--- src/rtl/mmv_block_reader.sv ---
// Block reader master for the MemoryMapped interface: issues sequential reads under a credit
// limit and streams the responses out of a first-word-fall-through FIFO with an end-of-block flag.
module mmv_block_reader #(
    parameter int unsigned DWIDTH    = 8,
    parameter int unsigned AWIDTH    = 32,
    parameter int unsigned LWIDTH    = 16,
    parameter int unsigned FIFODEPTH = 8
) (
    input  logic              reset,
    input  logic              clk,
    input  logic              start,
    input  logic [AWIDTH-1:0] addr,
    input  logic [LWIDTH-1:0] len,
    output logic              ready,
    output logic [AWIDTH-1:0] m_addr,
    output logic              m_wreq,
    output logic [DWIDTH-1:0] m_wdat,
    output logic              m_rreq,
    input  logic [DWIDTH-1:0] m_rdat,
    input  logic              m_rval,
    input  logic              m_busy,
    output logic [DWIDTH-1:0] o_dat,
    output logic              o_val,
    input  logic              o_rdy,
    output logic              o_eop
);

    localparam int unsigned PW = $clog2(FIFODEPTH);
    localparam int unsigned CW = PW + 1;
    localparam int unsigned SW = CW + 1;

    typedef enum logic [0:0] {StIdle, StRun} state_e;

    state_e            state_q, state_d;
    logic [AWIDTH-1:0] addr_q, addr_d;
    logic              rreq_q, rreq_d;
    logic [LWIDTH-1:0] req_cnt_q, req_cnt_d;
    logic [LWIDTH-1:0] pop_cnt_q, pop_cnt_d;
    logic [CW-1:0]     outst_q, outst_d;
    logic [CW-1:0]     occ_q, occ_d;
    logic [PW-1:0]     wr_ptr_q, rd_ptr_q;
    logic [DWIDTH-1:0] mem_q [FIFODEPTH];

    logic accept, push, pop, start_ok, last_pop, has_data, credit_ok;

    assign has_data = (occ_q != '0);
    assign accept   = rreq_q & ~m_busy;
    // Responses with nothing outstanding are stray and dropped.
    assign push     = m_rval & (outst_q != '0);
    assign pop      = has_data & o_rdy;
    assign start_ok = (state_q == StIdle) & start & (len != '0);
    assign last_pop = pop & (pop_cnt_q == LWIDTH'(1));

    always_ff @(posedge clk or negedge reset) begin
        if (!reset) begin
            state_q <= StIdle;
        end else begin
            state_q <= state_d;
        end
    end

    always_comb begin
        state_d = state_q;
        unique case (state_q)
            StIdle:  if (start_ok) state_d = StRun;
            StRun:   if (last_pop) state_d = StIdle;
            default: state_d = StIdle;
        endcase
    end

    always_comb begin
        addr_d    = addr_q;
        req_cnt_d = req_cnt_q;
        pop_cnt_d = pop_cnt_q;
        outst_d   = outst_q + CW'(accept) - CW'(push);
        occ_d     = occ_q + CW'(push) - CW'(pop);
        if (start_ok) begin
            addr_d    = addr;
            req_cnt_d = len;
            pop_cnt_d = len;
        end else begin
            if (accept) begin
                addr_d    = addr_q + AWIDTH'(1);
                req_cnt_d = req_cnt_q - LWIDTH'(1);
            end
            if (pop) pop_cnt_d = pop_cnt_q - LWIDTH'(1);
        end
        // Issue only if one more read still fits beside everything in flight or buffered.
        credit_ok = ({1'b0, outst_d} + {1'b0, occ_d}) < SW'(FIFODEPTH);
        if (start_ok) begin
            rreq_d = 1'b1;
        end else if (rreq_q && !accept) begin
            rreq_d = 1'b1;
        end else begin
            rreq_d = (state_q == StRun) && (req_cnt_d != '0) && credit_ok;
        end
    end

    always_ff @(posedge clk or negedge reset) begin
        if (!reset) begin
            addr_q    <= '0;
            rreq_q    <= 1'b0;
            req_cnt_q <= '0;
            pop_cnt_q <= '0;
            outst_q   <= '0;
            occ_q     <= '0;
            wr_ptr_q  <= '0;
            rd_ptr_q  <= '0;
            for (int i = 0; i < FIFODEPTH; i++) mem_q[i] <= '0;
        end else begin
            addr_q    <= addr_d;
            rreq_q    <= rreq_d;
            req_cnt_q <= req_cnt_d;
            pop_cnt_q <= pop_cnt_d;
            outst_q   <= outst_d;
            occ_q     <= occ_d;
            if (push) begin
                mem_q[wr_ptr_q] <= m_rdat;
                wr_ptr_q        <= wr_ptr_q + PW'(1);
            end
            if (pop) rd_ptr_q <= rd_ptr_q + PW'(1);
        end
    end

    always_comb begin
        ready  = (state_q == StIdle);
        m_rreq = rreq_q;
        m_addr = addr_q;
        m_wreq = 1'b0;
        m_wdat = '0;
        o_val  = has_data;
        o_dat  = has_data ? mem_q[rd_ptr_q] : '0;
        o_eop  = has_data && (pop_cnt_q == LWIDTH'(1));
    end

endmodule

--- config.mk ---
export PLATFORM = sky130hd
export DESIGN_NAME = mmv_block_reader
export DESIGN_NICKNAME = d
export VERILOG_FILES = /design/src/rtl/mmv_block_reader.sv
export SDC_FILE = /design/constraint.sdc
export NUM_CORES = 1
export LEC_CHECK = 0
export ABC_AREA = 1
export BUFFER_PORTS_ARGS = -buffer_cell sky130_fd_sc_hd__buf_2
export CAP_MARGIN = 0
export CORE_UTILIZATION = 45
export CTS_BUF_LIST = sky130_fd_sc_hd__clkbuf_8
export CTS_CLUSTER_SIZE = 20
export DETAILED_ROUTE_END_ITERATION = 6
export GPL_ROUTABILITY_DRIVEN = 0
export PLACE_DENSITY_LB_ADDON = 0.12
export SYNTH_ARGS = -nofsm -noshare
export SYNTH_HDL_FRONTEND = slang
export SYNTH_SLANG_ARGS = --single-unit
--- constraint.sdc ---
create_clock -name clk -period 3.8 [get_ports clk]
set_input_delay 0.76 -clock clk [delete_from_list [all_inputs] [get_ports clk]]
set_output_delay 0.76 -clock clk [all_outputs]
set_load 0.005 [all_outputs]
==> impl_summary.md <==
Outcome
The run finished with clean final reports.

Critical path
Traced cell by cell, the critical path runs through inv_1, ha_1, nand2_1, nor2_1, inv_1, nand2_1, buf_4, nand2_1, nand2_1, ha_1, inv_1, fa_1, inv_1, ha_1, a31o_2, nand2_1, nand2_1, nor4_1, nand2_1, nand2_1. The cell at the slowest stage of the critical path is fa_1. The critical path data required time is around 4.2 ns. Along the worst path, the maximum fanout reaches 11. The critical path capture point type is a flip-flop.

Together, buffers and inverters on the worst path number 5. The worst register-to-register path ends at m_rreq. STA classifies the critical path startpoint as a flip-flop. In this design, the stage delay of the slowest critical-path cell is between 0.4 and 0.5 ns. The instance count on the critical path is 20. The cell type with the highest occurrence count on the critical path is nand2_1. The most critical setup path has its endpoint at m_rreq. The source of the critical timing path is occ_q[2].

The reg-to-reg critical path startpoint is occ_q[2]. Setup slack on the worst reg-to-reg path comes out at 0.71 ns. In this design, the largest share of critical-path delay is due to adder cells. The worst endpoint data arrival time is ~3.5 ns.

For the worst flop-to-flop path, the logic depth is 20. The critical path is of the reg -> reg type.

Layout
The final-stage net count is roughly 1.2k. The synthesis-to-finish area growth is 13.4%. The number of inserted filler cells in the final layout is about 1.8k. The fraction of final layout cells sized beyond drive strength 1 is 0.167.

CTS
The number of sinks handled by clock tree synthesis is ~140. The CTS root buffer is clkbuf_8. The number of clock buffers added by TritonCTS is 17. After clock tree synthesis, the clock-pin slew on the worst setup and hold paths is 0.08 ns.

Post-CTS repair changed the size of 0 cells. The CTS tree is yes. At the later pin of the worst-skew pair, clock insertion delay measures roughly 0.46 ns. The maximum level of the CTS H-tree is 4.

The clock passes through at most 2 buffers. The number of hold-repair buffers added at the cts stage is 0. In this run the post-CTS setup repair buffer count came out at 0.

Detailed routing
The post-detailed-routing wire length is roughly 22 mm. The via density per instance is about 5.3. The first-pass detailed-route iteration total is 5. The total via count after detailed routing is roughly 7.3k. In the final routed layout, each cell accounts on average for roughly 16 um.

After detailed routing, the number of remaining DRC violations is 0. Once detail routing completed, the nets flagged for antenna violations numbered 0. In this run, the number of DRC markers left after iteration 0 of detailed routing was about 570.

Floorplan
The starting density of the core is 0.467. The cell row count is 48. In this run the count of I/O pins placed on the die edge is about 120. The floorplan step defined a core boundary enclosing between 0.015 and 0.02 mm^2. The die height is ~140 um.

The die is 137 um wide. The full die area is 0.0187 mm^2.

STA
Of the available clock period, the critical path in the final layout requires 0.812. The relative slew slack is 0.430. Clock skew on the completed layout was measured at around 0.012 ns. The smallest clock period supported by the final layout is computed as roughly 3.1 ns. Setup violations remaining at the end of the flow were counted as 0. The final number of hold-violating endpoints was 0. The post-route worst hold slack is ~0.35 ns. The slew of the pin with the lowest slew margin is roughly 0.86 ns.

The final setup TNS is 0 ns. Setup repair after global routing left no endpoint under its margin. The maximum achievable frequency is roughly 0.32 GHz. The count of pins over their slew limit is 0.

Synth
For this run, the leading register cell type out of synthesis is dfrtp_1. The cell type with the largest total area after synthesis is dfrtp_1. The synthesized netlist occupies a cell area of 0.00819 mm^2. In the post-synthesis netlist, the biggest area contributors are dfrtp_1, nand2_1, o21ai_0. The sequential-to-total area share from yosys stat is 0.440.

The instance count of the mapped netlist is between 1k and 1.5k. The share of synthesized area in the top cell type comes to 0.440. The synthesized design contains 144 register bits. The synthesized netlist contains between 40 and 50 unique library cells. The synthesized design contains 0 enable-type register cells. Counting flops with an async set or reset pin after synthesis yields a share of 1.00. The total number of yosys warnings is 0. nand2_1 is the most common cell in the netlist.

By count the netlist is led by nand2_1, dfrtp_1, o21ai_0, nor2_1, inv_1. The per-instance average area after synthesis is 7.85 um^2.

Placed design
The total half-perimeter wirelength after legalization and detailed placement is roughly 15 mm. The count of port buffers added during placement is around 110.

GRT
The first global-routing pass estimated 35.0 mm of wire. The pin count of the biggest net entering global routing is 88. The total overflow left after global routing is 0. The initial antenna violation count is 1. The number of global-route vias before repair is 6821.

For this run, the total global-route usage over all layers was measured as 0.242.

Power and ir drop
Summed over all cells, the static leakage comes to 4.54 nW. The areal power density over the cells is approximately 810 mW/mm^2. The largest vdd supply drop is ~480 uV.

Min path
The tightest min-delay check is of the in -> async type.

Run
Max-cap violations in this run came to 0.
power by group:
| part | total [mW] | internal [mW] | switching (mW) |
|---|---|---|---|
| registers | 2.82 | 2.24 | 0.586 |
| clock network | 1.31 | 0.685 | 0.626 |
| logic | 3.37 | 1.32 | 2.05 |
| total | 7.51 | 4.24 | 3.26 |
registers in the layout, indices dropped and copies added (netlist names):
register and count:
m_addr 32, m_rreq 1, mem_q 64, occ_q 4
outst_q 4, pop_cnt_q 16, rd_ptr_q 3, req_cnt_q 16
state_q 1, wr_ptr_q 3
layout make-up:
| class | count | area [um^2] | area share |
|---|---|---|---|
| sequential | 144 | 3600 | 0.388 |
| clock inverter | 12 | 158 | 0.0170 |
| clock buffer | 19 | 262 | 0.0281 |
| antenna | 1 | 2.50 | 0.000269 |
| inverter | 103 | 389 | 0.0419 |
| tap | 225 | 282 | 0.0303 |
| timing repair buffer | 114 | 612 | 0.0658 |
| multi-input combinational | 761 | 3990 | 0.429 |
worst min-delay path by stage:
| stage | from | endpoint | depth (start not counted) |
|---|---|---|---|
| floorplan | mem_q[10] | mem_q[10] | 2 |
| global placement | mem_q[22] | mem_q[22] | 2 |
| detailed placement | mem_q[16] | mem_q[16] | 2 |
| CTS | reset | m_addr[22] | 1 |
| global route | reset | mem_q[62] | 1 |
| finish | reset | mem_q[54] | 1 |
worst reg2reg max path: stages, from the launching register on:
cell and delay [ns]:
dfrtp_1 0.36, inv_1 0.07, ha_1 0.15, nand2_1 0.05, nor2_1 0.13, inv_1 0.18
nand2_1 0.13, buf_4 0.19, nand2_1 0.06, nand2_1 0.07, ha_1 0.16, inv_1 0.06
fa_1 0.47, inv_1 0.05, ha_1 0.26, a31o_2 0.23, nand2_1 0.05, nand2_1 0.04
nor4_1 0.16, nand2_1 0.08, nand2_1 0.06
placed cells by master, fill, tap and decap left out, drive strengths merged, types with 2 or more instances in the layout:
| master | n |
|---|---|
| a211oi | 2 |
| a21oi | 14 |
| a311oi | 4 |
| a31oi | 11 |
| buf | 114 |
| bufinv | 3 |
| clkbuf | 19 |
| clkinv | 5 |
| clkinvlp | 3 |
| conb | 9 |
| dfrtp | 144 |
| fa | 2 |
| ha | 18 |
| inv | 104 |
| nand2 | 242 |
| nand3 | 52 |
| nand4 | 24 |
| nor2 | 146 |
| nor3 | 20 |
| nor4 | 3 |
| o211ai | 12 |
| o21ai | 141 |
| o221ai | 5 |
| o22ai | 14 |
| xnor2 | 13 |
| xor2 | 21 |
through the flow:
step                 util  power (mW)  instances  worst slack [ns]  cell area, um^2
finish              0.530        7.51       1379             0.713             9290
global route        0.530        8.21       1378             0.381             9290
CTS                 0.530        7.56       1378             0.699             9290
detailed placement  0.506        6.22       1347             0.629             8870
global placement    0.506        6.15       1347             0.645             8870
floorplan               -        5.13       1052             0.744             8220
metal layers:
layer | track usage | vias to the layer above | part of all wire
li1 | - | 3635 | -
met1 | 0.341 | 3483 | 0.47
met2 | 0.378 | 159 | 0.47
met3 | 0.0385 | 27 | 0.035
met4 | 0.0830 | 0 | 0.020
met5 | 0 | - | 0
kinds of logic after synthesis:
family,after synthesis,share of synthesized area
fa+ha+maj,20,0.0324
mux,1,0.00122
flops,144,0.440
buf+inv,147,0.0774
compound gates,209,0.144
other cells,1,0.000458
xor+xnor,34,0.0363
simple gates,488,0.268
Power figures use the tool's default switching activity.
